### config.mk
export PLATFORM = sky130hd
export DESIGN_NAME = mem_arbiter_flat
export DESIGN_NICKNAME = d
export VERILOG_FILES = /design/src/rtl/mem_arbiter_pkg.sv /design/src/rtl/mem_arbiter_if.sv /design/src/rtl/mem_arbiter_arb_rr2.sv /design/src/rtl/mem_arbiter.sv /design/src/flat_wrapper.sv
export SDC_FILE = /design/constraint.sdc
export NUM_CORES = 1
export LEC_CHECK = 0
export ABC_AREA = 1
export BUFFER_PORTS_ARGS = -buffer_cell sky130_fd_sc_hd__buf_4
export CAP_MARGIN = 5
export CORE_AREA = 2 2 116 118
export CTS_BUF_LIST = sky130_fd_sc_hd__clkbuf_2
export CTS_CLUSTER_DIAMETER = 40
export DETAILED_ROUTE_END_ITERATION = 10
export DIE_AREA = 0 0 118 120
export PLACE_DENSITY = 0.82
export SLEW_MARGIN = 20
export SYNTH_ARGS = -nofsm -noshare
export SYNTH_HDL_FRONTEND = slang
export SYNTH_HIERARCHICAL = 1
export SYNTH_SLANG_ARGS = --single-unit
### constraint.sdc
create_clock -name clk -period 1.25 [get_ports clk]
set_input_delay 0.125 -clock clk [delete_from_list [all_inputs] [get_ports clk]]
set_output_delay 0.125 -clock clk [all_outputs]
set_load 0.05 [all_outputs]
### src/rtl/mem_arbiter_pkg.sv
// Shared types for the unified-memory arbiter.
package mem_arb_pkg;

  typedef enum logic [1:0] {
    IDLE,
    ISSUE,
    WAIT,
    RESP
  } state_t;

  typedef enum logic {
    OWN_I,
    OWN_D
  } owner_t;

endpackage

### src/rtl/mem_arbiter_if.sv
// Bus bundle between the pipeline ports, the arbiter and the memory model.
// The arbiter takes the slave side; pipeline/memory stimulus takes the master side.
interface mem_arbiter_if #(
  parameter int unsigned A_WIDTH = 32,
  parameter int unsigned D_WIDTH = 32
);
  logic               i_req;
  logic [A_WIDTH-1:0] i_addr;
  logic [D_WIDTH-1:0] i_rdata;
  logic               i_ack;
  logic               d_req;
  logic               d_we;
  logic [A_WIDTH-1:0] d_addr;
  logic [D_WIDTH-1:0] d_wdata;
  logic [D_WIDTH-1:0] d_rdata;
  logic               d_ack;
  logic               mem_en;
  logic               mem_we;
  logic [A_WIDTH-1:0] mem_addr;
  logic [D_WIDTH-1:0] mem_wdata;
  logic [D_WIDTH-1:0] mem_rdata;
  logic               stall_f;
  logic               stall_m;

  modport master (
    output i_req, i_addr, d_req, d_we, d_addr, d_wdata, mem_rdata,
    input  i_rdata, i_ack, d_rdata, d_ack, mem_en, mem_we, mem_addr, mem_wdata,
           stall_f, stall_m
  );

  modport slave (
    input  i_req, i_addr, d_req, d_we, d_addr, d_wdata, mem_rdata,
    output i_rdata, i_ack, d_rdata, d_ack, mem_en, mem_we, mem_addr, mem_wdata,
           stall_f, stall_m
  );
endinterface

### src/rtl/mem_arbiter_arb_rr2.sv
// Two-way round-robin picker: on a tie the port not served last wins.
module arb_rr2
  import mem_arb_pkg::*;
(
  input  logic   i_req,
  input  logic   d_req,
  input  owner_t last_owner,
  output logic   valid,
  output owner_t owner
);

  // Pick the owner from the current requests and the previous winner.
  always_comb begin
    valid = i_req | d_req;
    owner = OWN_I;
    if (i_req && d_req) begin
      owner = (last_owner == OWN_I) ? OWN_D : OWN_I;
    end else if (d_req) begin
      owner = OWN_D;
    end
  end

endmodule

### src/rtl/mem_arbiter.sv
// Arbiter for the single-ported unified memory shared by fetch (I) and memory (D) stages.
module mem_arbiter
  import mem_arb_pkg::*;
#(
  parameter int unsigned A_WIDTH = 32,
  parameter int unsigned D_WIDTH = 32,
  parameter int unsigned MEM_LAT = 2
) (
  input logic          clk,
  input logic          rst,
  mem_arbiter_if.slave bus
);

  localparam int unsigned CW = $clog2(MEM_LAT) + 1;

  state_t             state, state_n;
  owner_t             owner_q, last_owner, gnt_owner;
  logic               gnt_valid;
  logic [A_WIDTH-1:0] addr_q;
  logic               we_q;
  logic [D_WIDTH-1:0] wdata_q;
  logic [CW-1:0]      cnt;
  logic [D_WIDTH-1:0] i_rdata_q, d_rdata_q;
  logic               mem_en, mem_we, i_ack, d_ack;

  arb_rr2 u_pick (
    .i_req      (bus.i_req),
    .d_req      (bus.d_req),
    .last_owner (last_owner),
    .valid      (gnt_valid),
    .owner      (gnt_owner)
  );

  // State register.
  always_ff @(posedge clk) begin
    if (rst) state <= IDLE;
    else     state <= state_n;
  end

  // Next state and per-state strobes.
  always_comb begin
    state_n = state;
    mem_en  = 1'b0;
    mem_we  = 1'b0;
    i_ack   = 1'b0;
    d_ack   = 1'b0;
    case (state)
      IDLE:  if (gnt_valid) state_n = ISSUE;
      ISSUE: begin
        mem_en  = 1'b1;
        mem_we  = we_q;
        state_n = we_q ? RESP : WAIT;
      end
      WAIT:  if (cnt == '0) state_n = RESP;
      RESP:  begin
        i_ack   = (owner_q == OWN_I);
        d_ack   = (owner_q == OWN_D);
        state_n = IDLE;
      end
      default: state_n = IDLE;
    endcase
  end

  // Transaction latch, latency counter, read-data capture and fairness history.
  always_ff @(posedge clk) begin
    if (rst) begin
      owner_q    <= OWN_I;
      last_owner <= OWN_I;
      addr_q     <= '0;
      we_q       <= 1'b0;
      wdata_q    <= '0;
      cnt        <= '0;
      i_rdata_q  <= '0;
      d_rdata_q  <= '0;
    end else begin
      case (state)
        IDLE: if (gnt_valid) begin
          owner_q <= gnt_owner;
          if (gnt_owner == OWN_D) begin
            addr_q  <= bus.d_addr;
            we_q    <= bus.d_we;
            wdata_q <= bus.d_wdata;
          end else begin
            // Fetches never write; wdata keeps its last value on the bus.
            addr_q <= bus.i_addr;
            we_q   <= 1'b0;
          end
        end
        ISSUE: if (!we_q) cnt <= CW'(MEM_LAT - 1);
        WAIT: begin
          if (cnt != '0) begin
            cnt <= cnt - 1'b1;
          end else if (owner_q == OWN_I) begin
            i_rdata_q <= bus.mem_rdata;
          end else begin
            d_rdata_q <= bus.mem_rdata;
          end
        end
        RESP: last_owner <= owner_q;
        default: ;
      endcase
    end
  end

  assign bus.mem_en    = mem_en;
  assign bus.mem_we    = mem_we;
  assign bus.mem_addr  = addr_q;
  assign bus.mem_wdata = wdata_q;
  assign bus.i_ack     = i_ack;
  assign bus.d_ack     = d_ack;
  assign bus.i_rdata   = i_rdata_q;
  assign bus.d_rdata   = d_rdata_q;
  assign bus.stall_f   = bus.i_req & ~i_ack;
  assign bus.stall_m   = bus.d_req & ~d_ack;

endmodule

### src/flat_wrapper.sv
// flat-port wrapper written by rule: the top's interface ports become plain ports
module mem_arbiter_flat import mem_arb_pkg::*;
#(
  parameter int unsigned A_WIDTH = 32,
  parameter int unsigned D_WIDTH = 32,
  parameter int unsigned MEM_LAT = 2
)
  (clk, rst, bus_i_req, bus_i_addr, bus_d_req, bus_d_we, bus_d_addr, bus_d_wdata, bus_mem_rdata, bus_i_rdata, bus_i_ack, bus_d_rdata, bus_d_ack, bus_mem_en, bus_mem_we, bus_mem_addr, bus_mem_wdata, bus_stall_f, bus_stall_m);
  mem_arbiter_if #(.A_WIDTH(A_WIDTH), .D_WIDTH(D_WIDTH)) bus_i ();
  input logic clk;
  input logic rst;
  input wire logic [$bits(bus_i.i_req)-1:0] bus_i_req;
  input wire logic [$bits(bus_i.i_addr)-1:0] bus_i_addr;
  input wire logic [$bits(bus_i.d_req)-1:0] bus_d_req;
  input wire logic [$bits(bus_i.d_we)-1:0] bus_d_we;
  input wire logic [$bits(bus_i.d_addr)-1:0] bus_d_addr;
  input wire logic [$bits(bus_i.d_wdata)-1:0] bus_d_wdata;
  input wire logic [$bits(bus_i.mem_rdata)-1:0] bus_mem_rdata;
  output wire logic [$bits(bus_i.i_rdata)-1:0] bus_i_rdata;
  output wire logic [$bits(bus_i.i_ack)-1:0] bus_i_ack;
  output wire logic [$bits(bus_i.d_rdata)-1:0] bus_d_rdata;
  output wire logic [$bits(bus_i.d_ack)-1:0] bus_d_ack;
  output wire logic [$bits(bus_i.mem_en)-1:0] bus_mem_en;
  output wire logic [$bits(bus_i.mem_we)-1:0] bus_mem_we;
  output wire logic [$bits(bus_i.mem_addr)-1:0] bus_mem_addr;
  output wire logic [$bits(bus_i.mem_wdata)-1:0] bus_mem_wdata;
  output wire logic [$bits(bus_i.stall_f)-1:0] bus_stall_f;
  output wire logic [$bits(bus_i.stall_m)-1:0] bus_stall_m;
  assign bus_i.i_req = bus_i_req;
  assign bus_i.i_addr = bus_i_addr;
  assign bus_i.d_req = bus_d_req;
  assign bus_i.d_we = bus_d_we;
  assign bus_i.d_addr = bus_d_addr;
  assign bus_i.d_wdata = bus_d_wdata;
  assign bus_i.mem_rdata = bus_mem_rdata;
  assign bus_i_rdata = bus_i.i_rdata;
  assign bus_i_ack = bus_i.i_ack;
  assign bus_d_rdata = bus_i.d_rdata;
  assign bus_d_ack = bus_i.d_ack;
  assign bus_mem_en = bus_i.mem_en;
  assign bus_mem_we = bus_i.mem_we;
  assign bus_mem_addr = bus_i.mem_addr;
  assign bus_mem_wdata = bus_i.mem_wdata;
  assign bus_stall_f = bus_i.stall_f;
  assign bus_stall_m = bus_i.stall_m;
  mem_arbiter #(.A_WIDTH(A_WIDTH), .D_WIDTH(D_WIDTH), .MEM_LAT(MEM_LAT)) u_core (.clk(clk), .rst(rst), .bus(bus_i));
endmodule
==> results of run 1 <==
[synthesized netlist by cell type]
cell type / n / area (sq um)
a21oi_1: 37 / 185
buf_2: 17 / 85.1
buf_4: 19 / 143
buf_6: 9 / 101
clkbuf_1: 4 / 15.0
dfxtp_1: 135 / 2700
ha_1: 5 / 62.6
inv_1: 48 / 180
inv_2: 3 / 11.3
inv_4: 3 / 18.8
nand2_1: 112 / 420
nand2_2: 2 / 12.5
nand2_4: 1 / 11.3
nand3_1: 69 / 345
nand4_1: 1 / 6.26
nor2_1: 135 / 507
nor2_8: 2 / 40.0
o211ai_1: 32 / 240
o21ai_0: 57 / 285
o21ai_1: 8 / 40.0
or2_1: 1 / 6.26
[timing repair]
action | in CTS | in global routing
gates cloned | 8 | 3
endpoints found under the setup margin | 266 | 268
hold buffers | 130 | 0
pin swaps | 9 | 10
setup buffers | 10 | 15
gates resized for setup | 435 | 71
endpoints found under the hold margin | 135 | 0
[power by group through the flow]
stage | logic, W | clock network (W) | registers (W)
after floorplan | 0.00324 | 0 | 0.00938
after global placement | 0.00963 | 0 | 0.00600
after detailed placement | 0.00974 | 0 | 0.00601
after CTS | 0.0125 | 0.00283 | 0.00650
after global routing | 0.0145 | 0.00306 | 0.00680
final | 0.0140 | 0.00292 | 0.00673
[worst max-delay path by stage]
stage,cells past startpoint,from,slack [ns],endpoint
global route,6,u_core/state[1],-0.67,bus_mem_we
finish,6,u_core/state[1],-0.59,bus_mem_we
detailed placement,7,u_core/state[0],-0.16,u_core/bus.i_rdata[11]
CTS,6,u_core/state[0],-0.64,bus_stall_m
global placement,7,u_core/state[0],-0.09,u_core/bus.i_rdata[5]
floorplan,4,u_core/state[0],-0.02,bus_stall_m
[per-stage QoR]
step	hold slack (ns)	cells	power, W	worst slack, ns
after floorplan	0.260	700	0.0126	-0.0219
after global placement	0.345	1122	0.0156	-0.0887
after detailed placement	0.352	1122	0.0157	-0.158
after CTS	0.0253	1302	0.0218	-0.636
after global routing	0.0416	1319	0.0244	-0.666
final	0.0280	1319	0.0237	-0.594
[state kept, by name, summed over array words and instances, names as in the netlist]
signal	count
u_core/state	2
u_core/cnt	2
u_core/bus.d_rdata	32
u_core/we_q	1
u_core/last_owner	1
u_core/owner_q	1
u_core/bus.i_rdata	32
u_core/bus.mem_wdata	32
u_core/bus.mem_addr	32
[critical path, stage by stage, from the launching register on]
cell	delay, ns
dfxtp_2	0.40
inv_2	0.04
buf_6	0.11
ha_4	0.17
nand2_4	0.07
clkinvlp_4	0.09
buf_8	0.15
[logic make-up (layout without fill, tap and decap cells)]
logic type | Yosys count | after routing | share of synthesized area (%)
AO/OA/AOI/OAI | 134 | 134 | 13.9
adder cells (fa/ha/maj) | 5 | 5 | 1.15
buffers and inverters | 103 | 546 | 10.2
flip-flops | 135 | 135 | 49.9
AND/OR/NAND/NOR | 323 | 323 | 24.9
[routing by layer]
metal | up-vias | part of all wire (%) | wire length [um] | track usage, %
met3 | 193 | 10 | 2880 | 11.4
met5 | - | 0 | 0 | 0
li1 | 3136 | - | - | -
met4 | 0 | 6.6 | 1910 | 20.6
met2 | 625 | 50 | 14400 | 65.6
met1 | 3474 | 34 | 9730 | 37.9
[cell type report]
| cell class | count | area share, % |
|---|---|---|
| clock buffer | 17 | 0.761 |
| multi-input combinational | 462 | 21.8 |
| sequential | 135 | 25.8 |
| timing repair buffer | 460 | 46.0 |
| inverter | 54 | 2.09 |
| tap | 176 | 1.97 |
| clock inverter | 15 | 1.49 |
==> summary.md, run 1 <==
| Metric | Value |
|---|---|
| ANT nets after route | 0 |
| Final setup fails | 268 |
| Design area | 0.0112 sq mm |
| Die area | 0.0142 sq mm |
| Starting density of the core | 41.7% |
| RR Startpoint | u_core/state[1] |
| Via count | 7428 |
| FF-to-FF setup slack | -0.46 ns |
| Max Freq | 0.542 GHz |
| Synthesized area | 0.00542 sq mm |
| Vias/cell | 5.63 |
| GRT Total Usage | 36.6% |
| RSZ-0062 raised after global routing | true |
| Layout Nets | 1268 |
| DR WL/cell | 21.9 um |
| Hold_sp | bus_i_req |
| Pwr Density | 2120 mW/mm^2 |
| Worst R2R End | u_core/bus.d_rdata[4] |
| Worst path required time | 1.12 ns |
| H-Tree Depth | 4 |
| Hold Path End | u_core/owner_q |
| Tmin final | 1.84 ns |
| WS Path Type | reg2out |
| Placer Congestion | 0.827 |
| Synthesis Warnings | 6 |
| Root buffer cell | clkbuf_2 |
| Sequential power share | 28.4% |
| Vias in the first global route | 7478 |
| HP Class | in2reg |
| Core footprint | 0.0130 sq mm |
| Sequential share of the synthesized area | 49.9% |
| Syn Area/Cell | 7.74 sq um |
| Syn_nets | 838 |
| Switching share of power | 46.9% |
| Max-slew violation count | 0 |
| GRT Residual Overflow | 0 |
| R2R cell count | 9 |
| Worst slew margin | 66.9% |
| Leak | 5.13 nW |
| Cell Rows | 42 |
| Fin. Hold Viols | 0 |
| Switch Pwr | 0.0111 W |
| Die H | 120 um |
| Hold Path Stages | 7 |
| Post-detail-place hpwl | 11600 um |
| DRT iter0 DRCs | 842 |
| TritonCTS buffer count | 17 |
| Measured slew at the worst slew-check pin | 0.497 ns |
| Synth Register Bits | 135 |
| Worst-path fanout max | 3 |
| Combinational power share | 59.3% |
| Pint | 0.0126 W |
| Crit end category | output pin |
| Cells after synthesis | 700 |
| Setup_tns | -54.72 ns |
| Status | finished, violations left |
| Post-route DRC | 0 |
| Worst setup slack after layout | -0.594 ns |
| Layout cells sized above 1 | 49.1% |
| Worst skew pair latency | 0.73 ns |
| Max-cap violations | 0 |
| Crit path launch type | flip-flop |
| Max clock buf depth | 2 |
| Critical Path AT | 1.72 ns |
| Multi-input gate area | 0.00244 sq mm |
| CTS tree | yes |
| Clk slew on worst S/H paths | 0.22 ns |
| First-pass GRT wire length | 40700 um |
| Register area | 0.00289 sq mm |
| Detailed Routing Iterations Pass 1 | 6 |
| Antenna violations before repair | 0 |
| Post-layout util | 86.2% |
| # diodes | 0 |
| Post-synth cell types | 21 |
| Die Wd | 118 um |
| VDD IR max | 1310 uV |
| Routed Wire Length | 28900 um |
| Synth-to-layout area growth | 106% |
| I/O pin total | 267 |
| Final Cycle Share | 148% |
| Largest net degree at the start of global routing | 66 |
| Failing checks | setup timing |
| Most frequent cells in the layout | 159 x buf_4, 130 x dlygate4sd3_1, 120 x dfxtp_2, 110 x nand2_1, 109 x nor2_1 |
| Layout fillers | 572 |
| Most common cell after layout, fill and taps aside | buf_4 |
| IO buf count | 266 |
| DP Area | 0.00770 sq mm |
| Clock power share | 12.3% |
| Num Clock Sinks | 135 |
| Final Skew | 0.0387 ns |
No activity file was read; power rests on OpenSTA's default activity.
==> run 2, diff against run 1 <==
--- a/config.mk
+++ b/config.mk
@@ -14,6 +14,8 @@
 export DETAILED_ROUTE_END_ITERATION = 10
 export DIE_AREA = 0 0 118 120
 export PLACE_DENSITY = 0.82
+export REMOVE_ABC_BUFFERS = 1
+export SKIP_LAST_GASP = 1
 export SLEW_MARGIN = 20
 export SYNTH_ARGS = -nofsm -noshare
 export SYNTH_HDL_FRONTEND = slang
==> run 2 against run 1 <==
The run still ends with setup timing left. Final area is 0.97% lower. Utilization is 0.84 points lower. Power is 3.7% lower. Via count is 2.6% lower. Final cell count is 1.7% higher. Worst setup slack worse by 0.039 ns. Sequential cell count stayed put. Clock-buffer cell count stayed put. Register-to-register slack worse by 0.07 ns. Global-route usage is 4.3 points lower. Hold slack better by 0.098 ns. Non-clock buffer count is 21 higher. Largest cell class unchanged.
==> summary.md, run 2 (same netlist as run 1, synthesis figures left out) <==
| Metric | Value |
|---|---|
| Vias in the first global route | 6924 |
| TritonCTS buffer count | 17 |
| Antenna violations before repair | 2 |
| Placer Congestion | 0.813 |
| Hold Path Stages | 4 |
| Fin. Hold Viols | 0 |
| Worst-path fanout max | 3 |
| Critical Path AT | 1.76 ns |
| Placed cells | 1137 |
| Clk slew on worst S/H paths | 0.24 ns |
| DRT iter0 DRCs | 742 |
| Register area | 0.00285 sq mm |
| Max-slew violation count | 0 |
| Non-filler cells, final | 1341 |
| Tmin final | 1.88 ns |
| Root buffer cell | clkbuf_2 |
| Worst path required time | 1.12 ns |
| Pwr Density | 2060 mW/mm^2 |
| Layout Nets | 1289 |
| VDD IR max | 1290 uV |
| Worst setup slack after layout | -0.633 ns |
| Design area | 0.0111 sq mm |
| Max Freq | 0.531 GHz |
| Largest net degree at the start of global routing | 65 |
| Critical-path cell list | buf_6 -> ha_4 -> nand2_2 -> inv_2 -> nor2_4 -> buf_8 |
| Layout cells sized above 1 | 46.4% |
| Status | finished, violations left |
| Leak | 5.19 nW |
| Slowest CP cell | dfxtp_2 |
| Max incr delay on CP | 0.36 ns |
| IO buf count | 266 |
| Crit end category | output pin |
| Die H | 120 um |
| Cell Rows | 42 |
| Setup_tns | -59.59 ns |
| WS Path Type | reg2out |
| Final setup fails | 266 |
| Multi-input gate area | 0.00236 sq mm |
| GRT Total Usage | 32.2% |
| Worst slew margin | 66.4% |
| Max-cap violations | 0 |
| Layout fillers | 592 |
| Vias/cell | 5.39 |
| Final Cycle Share | 151% |
| Measured slew at the worst slew-check pin | 0.504 ns |
| R2R cell count | 10 |
| H-Tree Depth | 4 |
| GRT Residual Overflow | 0 |
| First-pass GRT wire length | 36100 um |
| ANT nets after route | 0 |
| Synth-to-layout area growth | 104% |
| Most common cell after layout, fill and taps aside | buf_4 |
| I/O pin total | 267 |
| Final Skew | 0.0518 ns |
| Post-detail-place hpwl | 11300 um |
| Num Clock Sinks | 135 |
| RSZ-0062 raised after global routing | true |
| Post-route DRC | 0 |
| Starting density of the core | 41.7% |
| Die Wd | 118 um |
| CTS tree | yes |
| Detailed Routing Iterations Pass 1 | 6 |
| Worst skew pair latency | 0.76 ns |
| Via count | 7233 |
| DP Area | 0.00779 sq mm |
| Crit path launch type | flip-flop |
| DR WL/cell | 20.1 um |
| Most frequent cells in the layout | 197 x buf_4, 132 x dlygate4sd3_1, 118 x nor2_1, 110 x nand2_1, 110 x dfxtp_2 |
| Dpl ws | -0.247 ns |
| Max clock buf depth | 2 |
| Routed Wire Length | 27000 um |
| HP Class | in2reg |
| Die area | 0.0142 sq mm |
| Failing checks | setup timing |
| Core footprint | 0.0130 sq mm |
-- run 2: cell types whose count changed in the layout (fill, tap and decap cells not counted), sizes merged --
cell / change
clkbuf: +2
diode: +2
clkinvlp: -4
dlygate4sd3: +2
buf: +17
clkinv: +8
bufinv: +1
inv: -6
-- run 2: per-stage QoR --
stage	power, W	hold slack (ns)	utilization (%)
floorplan	0.0120	0.194	-
global placement	0.0158	0.344	60.0
detailed placement	0.0159	0.352	60.0
CTS	0.0206	0.110	78.6
global route	0.0236	0.123	85.3
finish	0.0228	0.126	85.3
-- run 2: per-layer routing --
layer	GRT usage, %	part of all wire [%]	routed length, um
met1	33.6	34	9090
met2	57.6	50	13600
met3	8.46	8.2	2230
met4	20.5	7.6	2070
met5	0	0	0
-- run 2: power breakdown --
part / total [W] / switching, W / internal, W
registers: 0.00652 / 0.000947 / 0.00558
logic: 0.0134 / 0.00777 / 0.00568
clock network: 0.00284 / 0.00175 / 0.00109
-- run 2: critical path, delay by kind of cell, from the launching register on --
kind          cells  cell delay (ns)
simple gates      2             0.18
fa+ha+maj         1             0.17
buf+inv           3             0.34
flops             1             0.36
-- run 2: worst paths after layout --
| check | slack [ns] | endpoint | startpoint |
|---|---|---|---|
| setup / recovery | -0.63 | bus_stall_m | u_core/state[0] |
| setup reg to reg | -0.53 | u_core/bus.i_rdata[9] | u_core/state[1] |
| hold / removal | 0.13 | u_core/bus.i_rdata[12] | bus_mem_rdata[12] |
| hold reg to reg | 0.49 | u_core/bus.d_rdata[5] | u_core/bus.d_rdata[5] |
-- run 2: layout make-up --
class                           instances  area share [%]
Timing Repair Buffer                  481            46.6
Antenna cell                            2          0.0452
Inverter                               54            2.10
Clock inverter                         14            1.43
Sequential cell                       135            25.7
Multi-Input combinational cell        462            21.4
Clock buffer                           17           0.768
Tap cell                              176            1.99
-- run 2: what timing repair did --
item	in CTS	in global routing
hold buffers	132	0
hold endpoints to repair	135	0
pin swaps	7	21
endpoints found under the setup margin	268	268
gates cloned	5	4
buffers inserted	13	17
resized for setup	192	209
